[config.mk]
export PLATFORM = sky130hd
export DESIGN_NAME = comp_arbiter
export DESIGN_NICKNAME = d
export VERILOG_FILES = /design/src/rtl/comp_arbiter.sv
export SDC_FILE = /design/constraint.sdc
export NUM_CORES = 1
export LEC_CHECK = 0
export CAP_MARGIN = 20
export CELL_PAD_IN_SITES_DETAIL_PLACEMENT = 1
export CELL_PAD_IN_SITES_GLOBAL_PLACEMENT = 1
export CORE_MARGIN = 1
export CORE_UTILIZATION = 35
export DETAILED_ROUTE_END_ITERATION = 16
export PLACE_DENSITY_LB_ADDON = 0.1
export SYNTH_ARGS = -nofsm -noshare
export SYNTH_HDL_FRONTEND = slang
export SYNTH_SLANG_ARGS = --single-unit
[constraint.sdc]
create_clock -name clk -period 4.35 [get_ports clk]
set_input_delay 0.87 -clock clk [delete_from_list [all_inputs] [get_ports clk]]
set_output_delay 0.87 -clock clk [all_outputs]
set_load 0.05 [all_outputs]
[src/rtl/comp_arbiter.sv]
// Two-port round-robin sequencer for the shared 4-bit equality comparator.
// Issues one compare at a time, waits the comparator latency and returns the result.
module comp_arbiter #(
  parameter int COMP_LAT = 1,
  parameter int CNT_W    = 8
) (
  input  logic             clk,
  input  logic             rst_n,
  input  logic             req0_valid,
  output logic             req0_ready,
  input  logic [3:0]       req0_exp,
  input  logic [3:0]       req0_val,
  output logic             rsp0_valid,
  input  logic             rsp0_ready,
  output logic             rsp0_eq,
  input  logic             req1_valid,
  output logic             req1_ready,
  input  logic [3:0]       req1_exp,
  input  logic [3:0]       req1_val,
  output logic             rsp1_valid,
  input  logic             rsp1_ready,
  output logic             rsp1_eq,
  output logic             comp_en,
  output logic [3:0]       comp_exp,
  output logic [3:0]       comp_alu,
  input  logic             comp_result,
  output logic             busy,
  output logic [CNT_W-1:0] match_cnt,
  output logic [CNT_W-1:0] miss_cnt
);

  typedef enum logic [1:0] {IDLE, ISSUE, WAIT, RESP} state_t;

  localparam logic [2:0] LAT_L = 3'(COMP_LAT);

  state_t           state, state_nxt;
  logic             last_grant;
  logic             owner;
  logic             grant;
  logic             grant_vld;
  logic             req_hs;
  logic             rsp_hs;
  logic             wait_last;
  logic [2:0]       wait_cnt;
  logic             rsp_eq_q;
  logic [3:0]       exp_q;
  logic [3:0]       alu_q;
  logic [CNT_W-1:0] match_q;
  logic [CNT_W-1:0] miss_q;

  function automatic logic [CNT_W-1:0] sat_inc(input logic [CNT_W-1:0] c);
    return (&c) ? c : c + CNT_W'(1);
  endfunction

  // Arbitration: a tie goes to the port that did not win last time
  always_comb begin
    grant_vld = req0_valid | req1_valid;
    if (req0_valid && req1_valid) grant = ~last_grant;
    else                          grant = req1_valid;
  end

  assign req0_ready = (state == IDLE) && grant_vld && !grant;
  assign req1_ready = (state == IDLE) && grant_vld &&  grant;
  assign req_hs     = (req0_valid && req0_ready) || (req1_valid && req1_ready);
  assign rsp_hs     = owner ? rsp1_ready : rsp0_ready;
  assign wait_last  = (wait_cnt == 3'd1);

  always_comb begin
    state_nxt = state;
    case (state)
      IDLE:    if (req_hs)    state_nxt = ISSUE;
      ISSUE:                  state_nxt = WAIT;
      WAIT:    if (wait_last) state_nxt = RESP;
      RESP:    if (rsp_hs)    state_nxt = IDLE;
      default:                state_nxt = IDLE;
    endcase
  end

  always_ff @(posedge clk) begin
    if (!rst_n) begin
      state      <= IDLE;
      last_grant <= 1'b1;
      owner      <= 1'b0;
      wait_cnt   <= 3'd0;
      rsp_eq_q   <= 1'b0;
      exp_q      <= 4'd0;
      alu_q      <= 4'd0;
      match_q    <= '0;
      miss_q     <= '0;
    end else begin
      state <= state_nxt;
      // Accept: capture operands so later requester changes cannot disturb the compare
      if (state == IDLE && req_hs) begin
        owner      <= grant;
        last_grant <= grant;
        exp_q      <= grant ? req1_exp : req0_exp;
        alu_q      <= grant ? req1_val : req0_val;
      end
      if (state == ISSUE)     wait_cnt <= LAT_L;
      else if (state == WAIT) wait_cnt <= wait_cnt - 3'd1;
      // Result capture on the final wait cycle, when the comparator output is valid
      if (state == WAIT && wait_last) begin
        rsp_eq_q <= comp_result;
        if (comp_result) match_q <= sat_inc(match_q);
        else             miss_q  <= sat_inc(miss_q);
      end
    end
  end

  assign comp_en    = (state == ISSUE);
  assign comp_exp   = exp_q;
  assign comp_alu   = alu_q;
  assign busy       = (state != IDLE);
  assign rsp0_valid = (state == RESP) && !owner;
  assign rsp1_valid = (state == RESP) &&  owner;
  assign rsp0_eq    = rsp_eq_q && !owner;
  assign rsp1_eq    = rsp_eq_q &&  owner;
  assign match_cnt  = match_q;
  assign miss_cnt   = miss_q;

endmodule

==> impl_metrics.yaml, run 1 <==
cts:
  cts_hold_buffers: 0
  cts_root_buffer: "clkbuf_8"
  h-tree-depth: 2
  clk_latency_ns: 0.28
  cts_made_buffers: 5
  clkTransAtPathRegs_ns: 0.07
  cts_resized: 0
  clock-sinks: 32
  cts_tree: "yes"
  postCtsSetupBuffers: 0
  clockBufferDepth: 2
critical_path:
  worst-setup-path-type: "primary input to output port"
  critPathRequiredTime_ns: 3.48
  ff2ff_setup_slack_ns: 2.28
  start_kind: "primary input"
  arrival_ns: 2.77
  critPathMaxFanout: 9
  cp-end-kind: "output port"
detailed_routing:
  wl_mm: 4.24
  wire_per_inst_microns: 14.7
  post-route-drc-count: 0
  drtPass1Iterations: 4
  num_vias: 1544
  drt_iter0_markers: 51
  avgViaCountPerCell: 5.34
  ant_nets: 0
cells_and_area:
  instances_no_fill: 289
  final_nets: 268
  antenna_cells: 0
  fillers: 506
  fin_area_sq_mm: 0.00232
  syn2layout_area_growth_pct: 44.5
  drive_gt1_share_pct: 5.06
  final_core_util_pct: 53.0
  regArea_sq_um: 641
  multiInputGateArea_sq_um: 903
synth:
  synth-seq-cells: 32
  synth-seq-area-share_pct: 39.8
  ys_warn_count: 0
  synthArstFlopShare_pct: 0
  post_synth_main_area_contributors: "dfxtp_1 (40%), mux2i_1 (8.1%), ha_1 (7.0%), a211oi_1 (5.6%), nor2_1 (5.4%)"
  syn_area_sq_mm: 0.00161
  synth-main-ff-cell: "dfxtp_1"
  synth_top_area_cell: "dfxtp_1"
  synth_top_area_share_pct: 39.8
  synth_cell_types: 42
  ys_top_cells_by_count: "dfxtp_1 (32), nor2_1 (23), mux2i_1 (13)"
  synth-edff-count: 0
  yosysMostFrequentCell: "dfxtp_1"
  synthCells: 179
  syn-num-nets: 211
  syn_avg_cell_area_sq_um: 8.99
sta:
  finalClockSkew_ns: 0.00294
  maxSlewHeadroom_pct: 34.7
  slew_viol_final: 0
  period_minus_slack_ns: 3.64
  setup_viol: 0
  grt_setup_unrepaired: "no"
  final.period_utilization_pct: 83.7
  hold_viol: 0
  fmax_mhz: 275
  setup_tns_ns: 0
  worstMarginPinSlew_ns: 0.976
floorplanning:
  io_pins: 55
  die_area_sq_mm: 0.00487
  die_w_microns: 69.8
  fp-row-count: 24
  start_util_pct: 36.7
  die_h_microns: 69.8
  coreArea_sq_mm: 0.00438
global_route:
  grt_usage_pct: 18.7
  grt_max_degree: 27
  grt_pass1_vias: 1669
  gr-total-overflow: 0
  grt_pass1_wl_mm: 7.43
  antenna_found_initial: 0
job:
  drv_cap: 0
place:
  placed_area_sq_mm: 0.00220
  hpwlAfterDp_mm: 3.23
  gp_congestion: 0.787
  dp.cells: 281
  io_buffers: 54
pwr:
  p_total_w: 0.00120
  p_per_area_mw_per_mm2: 517
  leakagePower_nw: 0.906
  vdd_ir_drop_max_mv: 0.339
min_path:
  hp-class: "register to register"
run_status:
  status: "finished, final reports clean"
## cell type report
type                    count  area share [%]
clock inverters             1            1.29
well taps                  52            2.80
flip-flops and latches     32            27.6
inverters                  11            1.78
multi-input cells         131            38.9
clock buffers               7            4.14
repair buffers             55            23.6
## report_power, final
group          switching (W)  leakage (nW)  total (W)  internal [W]
Clock               0.000111        0.0645   0.000314      0.000202
Sequential         0.0000386         0.261   0.000381      0.000342
Combinational       0.000329         0.580   0.000508      0.000180
## placed cells by master, fill, tap and decap left out, types with 2 or more instances in the layout
master	netlist	routed
nand3_1	4	4
dfxtp_1	32	32
nor3_1	2	2
clkbuf_8	0	7
nand2_1	11	11
ha_1	9	9
xor2_1	4	4
o21ai_0	7	7
and2_1	3	3
nor2b_1	2	2
inv_1	10	10
nand4_1	5	5
nand2b_1	3	3
nor2_1	23	23
a21oi_1	9	9
clkdlybuf4s50_1	0	54
and3_1	2	2
a211oi_1	12	12
or4_1	2	2
mux2i_1	13	13
## final timing paths
kind / depth (start not counted) / startpoint / end
max: 6 / req1_valid / req1_ready
min: 2 / rsp_eq_q / rsp_eq_q
max reg2reg: 6 / state[0] / miss_cnt[7]
min reg2reg: 2 / rsp_eq_q / rsp_eq_q
## metrics by stage
step / worst slack, ns / hold WS (ns)
2_1_floorplan: 1.77 / 0.458
3_3_place_gp: 0.753 / 0.479
3_5_place_dp: 0.696 / 0.489
4_1_cts: 0.683 / 0.508
5_1_grt: 0.648 / 0.544
6_report: 0.709 / 0.497
## critical path: stages
cell and delay (ns):
clkdlybuf4s50_1 0.52, a21boi_0 0.21, buf_4 0.23, nand2_1 0.09, inv_1 0.06, clkdlybuf4s50_1 0.79
## metal layers
| metal | vias to the layer above | track usage (%) | part of all wire (%) |
|---|---|---|---|
| li1 | 755 | - | - |
| met1 | 735 | 21.8 | 43 |
| met2 | 48 | 32.3 | 49 |
| met3 | 6 | 6.54 | 7.0 |
| met4 | 0 | 5.11 | 0.83 |
| met5 | - | 0 | 0 |
## sequential cells by signal, summed over array words and instances (netlist names)
| name | flops |
|---|---|
| miss_cnt | 8 |
| state | 2 |
| owner | 1 |
| wait_cnt | 3 |
| comp_alu | 4 |
| last_grant | 1 |
| comp_exp | 4 |
| rsp_eq_q | 1 |
| match_cnt | 8 |
## cells by family after synthesis
group / count (synthesis) / synth area share, %
simple gates: 66 / 22.3
compound gates: 38 / 16.0
flops: 32 / 39.8
buf+inv: 16 / 4.04
mux: 13 / 8.09
fa+ha+maj: 9 / 7.00
xor+xnor: 5 / 2.72
No activity file was read; power rests on OpenSTA's default activity.
==> run 2, diff against run 1 <==
--- a/config.mk
+++ b/config.mk
@@ -9,7 +9,7 @@
 export CELL_PAD_IN_SITES_DETAIL_PLACEMENT = 1
 export CELL_PAD_IN_SITES_GLOBAL_PLACEMENT = 1
 export CORE_MARGIN = 1
-export CORE_UTILIZATION = 35
+export CORE_UTILIZATION = 30
 export DETAILED_ROUTE_END_ITERATION = 16
 export PLACE_DENSITY_LB_ADDON = 0.1
 export SYNTH_ARGS = -nofsm -noshare
==> constraint.sdc (replaced) <==
create_clock -name clk -period 3.2 [get_ports clk]
set_input_delay 0.64 -clock clk [delete_from_list [all_inputs] [get_ports clk]]
set_output_delay 0.64 -clock clk [all_outputs]
set_load 0.05 [all_outputs]
==> run 2 against run 1 <==
  * Critical path depth is 2 lower
  * Cell area hardly changed
  * Clock-buffer cell count is 1 lower
  * Register-to-register slack worse by 1.1 ns
  * Largest cell class unchanged
  * Sequential power is 35% higher
  * Clock power is 7.0% lower
  * Sequential share of layout area hardly changed
  * Power is 26% higher
  * Via count is 0.19% lower
  * Critical endpoint is now req0_ready
  * Hold slack better by 0.0056 ns
==> impl_metrics.yaml, run 2 (synthesis gave the netlist of run 1 again) <==
floorplanning:
  start_util_pct: 31.3
  fp-row-count: 26
  die_area_sq_mm: 0.00566
  die_w_microns: 75.2
  io_pins: 55
  coreArea_sq_mm: 0.00514
  die_h_microns: 75.2
sta:
  worstMarginPinSlew_ns: 0.554
  final.period_utilization_pct: 89.3
  finalClockSkew_ns: 0.00727
  fmax_mhz: 350
  period_minus_slack_ns: 2.86
  setup_viol: 0
  maxSlewHeadroom_pct: 63.1
  slew_viol_final: 0
  setup_tns_ns: 0
  grt_setup_unrepaired: "no"
  hold_viol: 0
global_route:
  grt_max_degree: 22
  grt_pass1_vias: 1553
  gr-total-overflow: 0
  grt_pass1_wl_mm: 6.99
  antenna_found_initial: 0
  grt_usage_pct: 16.4
critical_path:
  critPathRequiredTime_ns: 2.56
  endpoint: "req0_ready"
  path_cells: "clkdlybuf4s50_1 > nand2_1 > a21oi_1 > clkdlybuf4s50_1"
  startpoint: "req0_valid"
  crit_buf_inv: 2
  r2r-end: "miss_cnt[7]"
  reg2reg_depth: 6
  ff2ff_setup_slack_ns: 1.20
  cp.depth: 4
  start_kind: "primary input"
  cp-end-kind: "output port"
  max_stage_delay_ns: 0.82
  crit-reg2reg-launch: "state[0]"
  cp_top_family: "buffers and inverters"
  crit_slowest_cell: "clkdlybuf4s50_1"
  worst-setup-path-type: "primary input to output port"
  worst_path_most_repeated_cell: "clkdlybuf4s50_1"
  critPathMaxFanout: 3
  arrival_ns: 2.22
cts:
  clockBufferDepth: 2
  postCtsSetupBuffers: 0
  clkTransAtPathRegs_ns: 0.07
  cts_hold_buffers: 0
  cts_resized: 0
  h-tree-depth: 2
  clock-sinks: 32
  clk_latency_ns: 0.28
  cts_made_buffers: 5
  cts_tree: "yes"
  cts_root_buffer: "clkbuf_8"
run_status:
  status: "finished, final reports clean"
min_path:
  worstHoldStart: "wait_cnt[1]"
  whs_path_depth: 2
  hp-class: "register to register"
cells_and_area:
  final_cell_mix: "clkdlybuf4s50_1 (53), dfxtp_1 (32), nor2_1 (23)"
  drive_gt1_share_pct: 5.46
  fillers: 639
  syn2layout_area_growth_pct: 44.4
  final_nets: 270
  layout_commonest_cell: "clkdlybuf4s50_1"
  antenna_cells: 0
pwr:
  leakagePower_nw: 0.897
  vdd_ir_drop_max_mv: 0.336
  p_per_area_mw_per_mm2: 650
  p_total_w: 0.00151
job:
  drv_cap: 0
detailed_routing:
  num_vias: 1541
  wl_mm: 4.35
  drtPass1Iterations: 4
  drt_iter0_markers: 63
  ant_nets: 0
  post-route-drc-count: 0
  avgViaCountPerCell: 5.00
  wire_per_inst_microns: 14.1
place:
  gp_congestion: 0.723
  io_buffers: 54
  hpwlAfterDp_mm: 3.32
-- run 2: cell types whose count changed in the layout (fill, tap and decap cells not counted) --
cell	delta
bufinv_16	-1
clkbuf_1	+1
a21boi_0	-1
buf_4	+2
a21boi_1	+1
clkinv_2	+1
clkdlybuf4s50_1	-1
clkbuf_8	-2
buf_12	+1
-- run 2: report_power, final --
| group | internal, W | switching, W | total, W |
|---|---|---|---|
| sequential | 0.000465 | 0.0000511 | 0.000516 |
| clock | 0.000148 | 0.000144 | 0.000292 |
| combinational | 0.000260 | 0.000442 | 0.000703 |
| total | 0.000873 | 0.000637 | 0.00151 |
-- run 2: layer usage --
layer | vias to the layer above | global-route usage [%] | wire, microns
li1 | 760 | - | -
met1 | 733 | 19.4 | 1910
met2 | 42 | 28.4 | 2150
met3 | 6 | 5.22 | 249
met4 | 0 | 5.14 | 44
met5 | - | 0 | 0
-- run 2: worst reg2reg max path: cells and delay by family, from the launching register on --
kind,cells,cell delay [ns]
and+or+nand+nor,3,0.99
AOI/OAI and AO/OA,1,0.15
adders and majority gates,1,0.32
DFF,1,0.35
buffers and inverters,1,0.12
-- run 2: worst min path at each step --
stage	endpoint	slack, ns
2_1_floorplan	rsp_eq_q	0.46
5_1_grt	wait_cnt[1]	0.53
6_report	wait_cnt[1]	0.50
3_5_place_dp	rsp_eq_q	0.49
4_1_cts	wait_cnt[1]	0.50
3_3_place_gp	wait_cnt[1]	0.48
-- run 2: layout make-up --
| type | instances | area [sq um] | share of cell area, % |
|---|---|---|---|
| multi-input cells | 131 | 903 | 38.9 |
| flip-flops and latches | 32 | 641 | 27.6 |
| repair buffers | 57 | 573 | 24.7 |
| well taps | 70 | 87.6 | 3.77 |
| clock buffers | 6 | 72.6 | 3.12 |
| inverters | 11 | 41.3 | 1.78 |
| clock inverters | 1 | 5.00 | 0.215 |
-- run 2: per-stage QoR --
stage | std cells | hold WS, ns | worst slack, ns | area [sq um] | util [%]
finish | 308 | 0.502 | 0.342 | 2320 | 45.2
global route | 308 | 0.529 | 0.291 | 2320 | 45.2
CTS | 308 | 0.504 | 0.334 | 2320 | 45.2
detailed placement | 301 | 0.494 | 0.347 | 2250 | 43.7
global placement | 301 | 0.482 | 0.377 | 2250 | 43.7
floorplan | 179 | 0.458 | 1.07 | 1610 | -
